File: src/rtl/serial_cmp.sv
// Bit-serial MSB-first magnitude/equality comparator with early exit on the
// first differing bit, mode-selected result and a saturating match counter.
module serial_cmp #(
  parameter int WIDTH = 8,
  parameter int CNT_W = 8
) (
  input  logic             clk,
  input  logic             rst_n,
  input  logic             start,
  input  logic [1:0]       mode,
  input  logic             sgn,
  input  logic [WIDTH-1:0] IN1,
  input  logic [WIDTH-1:0] IN2,
  input  logic             clr_cnt,
  output logic             busy,
  output logic             done,
  output logic             out,
  output logic             eq,
  output logic             lt,
  output logic             gt,
  output logic [CNT_W-1:0] match_cnt
);

  localparam int IDX_W = (WIDTH > 2) ? $clog2(WIDTH) : 1;
  localparam logic [IDX_W-1:0] IDX_MSB = IDX_W'(WIDTH - 1);
  localparam logic [CNT_W-1:0] CNT_MAX = {CNT_W{1'b1}};

  localparam logic [1:0] MODE_EQ = 2'b00;
  localparam logic [1:0] MODE_LT = 2'b01;
  localparam logic [1:0] MODE_GT = 2'b10;

  typedef enum logic [1:0] {
    S_IDLE  = 2'd0,
    S_SHIFT = 2'd1,
    S_DONE  = 2'd2
  } state_t;

  state_t           state;
  logic [WIDTH-1:0] a_q;
  logic [WIDTH-1:0] b_q;
  logic [1:0]       mode_q;
  logic             sgn_q;
  logic [IDX_W-1:0] idx;

  logic bit_a;
  logic bit_b;
  logic differ;
  logic a_wins;
  logic last_bit;
  logic finish;
  logic nxt_out;

  always_comb begin
    bit_a    = a_q[idx];
    bit_b    = b_q[idx];
    differ   = bit_a ^ bit_b;
    // The sign bit of a two's-complement operand carries negative weight.
    a_wins   = bit_a ^ (sgn_q & (idx == IDX_MSB));
    last_bit = (idx == '0);
    finish   = differ | last_bit;
    nxt_out  = 1'b0;
    case (mode_q)
      MODE_EQ: nxt_out = ~differ;
      MODE_LT: nxt_out = differ & ~a_wins;
      MODE_GT: nxt_out = differ & a_wins;
      default: nxt_out = differ;
    endcase
  end

  always_ff @(posedge clk or negedge rst_n) begin
    if (!rst_n) begin
      state     <= S_IDLE;
      a_q       <= '0;
      b_q       <= '0;
      mode_q    <= '0;
      sgn_q     <= 1'b0;
      idx       <= '0;
      busy      <= 1'b0;
      done      <= 1'b0;
      out       <= 1'b0;
      eq        <= 1'b0;
      lt        <= 1'b0;
      gt        <= 1'b0;
      match_cnt <= '0;
    end else begin
      done <= 1'b0;
      if (clr_cnt) match_cnt <= '0;
      case (state)
        S_IDLE: begin
          if (start) begin
            a_q    <= IN1;
            b_q    <= IN2;
            mode_q <= mode;
            sgn_q  <= sgn;
            idx    <= IDX_MSB;
            busy   <= 1'b1;
            state  <= S_SHIFT;
          end
        end
        S_SHIFT: begin
          if (finish) begin
            eq    <= ~differ;
            lt    <= differ & ~a_wins;
            gt    <= differ & a_wins;
            out   <= nxt_out;
            done  <= 1'b1;
            state <= S_DONE;
            // A clear in the same cycle takes priority over the increment.
            if (!clr_cnt && nxt_out && (match_cnt != CNT_MAX))
              match_cnt <= match_cnt + CNT_W'(1);
          end else begin
            idx <= idx - IDX_W'(1);
          end
        end
        S_DONE: begin
          busy  <= 1'b0;
          state <= S_IDLE;
        end
        default: begin
          busy  <= 1'b0;
          state <= S_IDLE;
        end
      endcase
    end
  end

endmodule

File: config.mk
export PLATFORM = sky130hd
export DESIGN_NAME = serial_cmp
export DESIGN_NICKNAME = d
export VERILOG_FILES = /design/src/rtl/serial_cmp.sv
export SDC_FILE = /design/constraint.sdc
export NUM_CORES = 1
export LEC_CHECK = 0
export CAP_MARGIN = 20
export CORE_ASPECT_RATIO = 1.5
export CORE_MARGIN = 2
export CORE_UTILIZATION = 27
export DETAILED_ROUTE_END_ITERATION = 8
export SYNTH_ARGS = -nofsm -noshare
export SYNTH_HDL_FRONTEND = slang
export SYNTH_SLANG_ARGS = --single-unit
File: constraint.sdc
create_clock -name clk -period 3.05 [get_ports clk]
set_clock_uncertainty 0.2 [all_clocks]
set_input_delay 0.61 -clock clk [delete_from_list [all_inputs] [get_ports clk]]
set_output_delay 0.61 -clock clk [all_outputs]
set_load 0.1 [all_outputs]
==> impl_metrics.ini <==
[synth]
synth_seq_area_share_pct = 52.1
synth_ff_type = dfrtp_1
synthDistinctLibCells = 35
synth_area_um2 = 1820
synth_nets = 173
yosys_warnings = 0
synth_edf_count = 0
yosys.area.top_type = dfrtp_1
synth.area.top_cells = dfrtp_1 52%, mux2_2 12%, mux4_2 4.9%
synthArstFlopShare_pct = 100
ys_ff_latch = 38
synthCells = 146
synth_top_area_share_pct = 52.1
avgSynthCellArea_um2 = 12.5

[placement]
dpl-instance-area_um2 = 2240
routabilityCongestion = 0.726
portBuffers = 36
dp_cells = 255
post-dp-hpwl_um = 2820
place_ws_ps = 65.2

[critical_path]
path_depth = 7
worstRegToRegCells = 7
crit_buf_inv = 0
crit_type = reg2reg
cp-end-kind = flop
cp-start-kind = flop
cp_cell_sequence = mux4_2 > mux2_2 > xnor2_1 > nor4_2 > a221oi_4 > or4_1 > a21oi_1
cp_data_arrival_time_ps = 2930
r2r_start = idx[0]
worstPathMaxFanout = 8
path_delay_family = simple AND/OR/NAND/NOR gates
critPathRequiredTime_ps = 3060
critPathMaxStageDelay_ps = 510
rr_endpoint = match_cnt[2]
critPathSlowestCell = mux4_2
r2r_slack_ps = 130

[job]
cap_violations = 0

[clocking]
ctsHtreeMaxLevel = 2
numCtsBuffers = 5
cts_sinks = 38
cts_root_buf = clkbuf_8
clk_pin_slew_worst_paths_ps = 70
clk_latency_ps = 290
clockBufferDepth = 2
tritoncts = done

[drt]
route.detailed.drc = 0
wl_per_cell_um = 14.6
drtIter0Drc = 43
vias_per_cell = 4.88
dr_total_vias = 1288
ant_nets = 0
firstDrtPassIters = 4
wirelength_um = 3860

[floorplan]
die_h_um = 105
core-area_um2 = 6530
row_count = 36
dieArea_um2 = 7440
die_x_um = 71.1
pin_count = 37
initial_utilization_pct = 27.9

[final_layout]
layout-drive-gt1-share_pct = 31.9
ff_latch_area_um2 = 953
final_cell_area_um2 = 2350
stdcell_count = 264
area_growth_pct = 29.0
multi_input_area_um2 = 848
final_core_util_pct = 36.0
final_nets = 214
n_antenna_cell = 0
fillers = 631

[global_routing]
grt_usage_pct = 11.3
gr-total-overflow = 0
grt_max_degree = 39
first_global_vias = 1354
grt_pass1_wl_um = 6690
antenna_found_initial = 0

[timing]
slew_violations = 0
slew_headroom_pct = 42.3
layout_min_cycle_time_ps = 2920
fmax_mhz = 342
worstMarginPinSlew_ps = 865
whs_ps = 227
fin_crit_sh_pct = 95.9
setup_viol = 0
setup_slack_ps = 127
setup-tns-final_ps = 0
hold_viol = 0

[pwr]
totalPowerFinal_mw = 2.48
p_leak_nw = 1.02
powerDensity_nw_per_um2 = 1050
ir_drop_uv = 339

[hold_path]
min-delay-path-class = in2async

[status]
outcome = finished, final reports clean
[metal layers]
layer,global-route usage (%),vias up,wire (um)
li1,-,613,-
met1,13.1,634,1500
met2,20.2,34,2140
met3,2.80,7,165
met4,3.50,0,55
met5,0,-,0
[cell families (layout without fill, tap and decap cells)]
group,Yosys count,in the layout,share of synthesized area [%]
buffers and inverters,11,53,2.26
multiplexers,28,28,20.4
AO/OA/AOI/OAI,23,23,9.46
flip-flops,38,38,52.1
adder cells (fa/ha/maj),4,4,2.74
AND/OR/NAND/NOR,41,41,12.5
XOR/XNOR,1,1,0.480
[cells in the mapped netlist, types with 2 or more instances]
cell type   n
clkbuf_1    5
and3_1      3
or2_2       2
inv_1       6
a22o_1      2
o31ai_1     3
nor2b_1     5
a21o_1      2
nand3_1     4
mux2_2     20
dfrtp_1    38
a311oi_1    3
nand2_1     9
ha_1        4
nor2_1      6
or4_1       4
a31oi_1     3
nor3_1      2
nand2b_1    2
a21oi_1     5
mux4_2      4
[layout by cell type, fill, tap and decap left out, types with 5 or more instances in the layout]
cell and n:
nor2b_1 5, buf_4 17, clkdlybuf4s50_1 21, inv_1 6, mux2_2 20, dfrtp_1 36, nand2_1 9, a21oi_1 5
nor2_1 6, clkbuf_8 6
[registers in the layout, indices dropped and copies added, names as in the netlist]
| name | cells |
|---|---|
| mode_q | 2 |
| a_q | 8 |
| match_cnt | 8 |
| lt | 1 |
| state | 2 |
| out | 1 |
| busy | 1 |
| gt | 1 |
| eq | 1 |
| done | 1 |
| b_q | 8 |
| idx | 3 |
| sgn_q | 1 |
[layout make-up]
type | count | share of cell area [%]
clock buffer | 7 | 3.67
tap | 76 | 4.04
inverter | 6 | 0.957
sequential | 38 | 40.5
clock inverter | 1 | 0.213
multi-input combinational | 97 | 36.0
timing repair buffer | 39 | 14.6
[how the worst max path moves through the flow]
stage,from,to,slack (ps)
final,idx[0],match_cnt[2],130
after global routing,idx[0],match_cnt[5],-40
after floorplan,match_cnt[0],match_cnt[0],300
after global placement,idx[0],match_cnt[0],130
after detailed placement,idx[0],match_cnt[0],70
after CTS,idx[0],match_cnt[0],20
[worst reg2reg max path: stages, from the launching register on]
cell and delay (ps):
dfrtp_2 430, mux4_2 510, mux2_2 330, xnor2_1 200, nor4_2 380, a221oi_4 110, or4_1 510, a21oi_1 170
[power by group]
group	leakage [nW]	switching (mW)	internal [mW]
logic	0.508	0.732	0.532
clock network	0.0482	0.174	0.182
registers	0.463	0.158	0.700
total	1.02	1.06	1.41
[what timing repair did]
item | CTS | global route
hold buffers | 0 | 0
resized for setup | 0 | 3
setup endpoints to repair | 0 | 6
buffers inserted | 0 | 1
(Power assumes the default switching activity.)
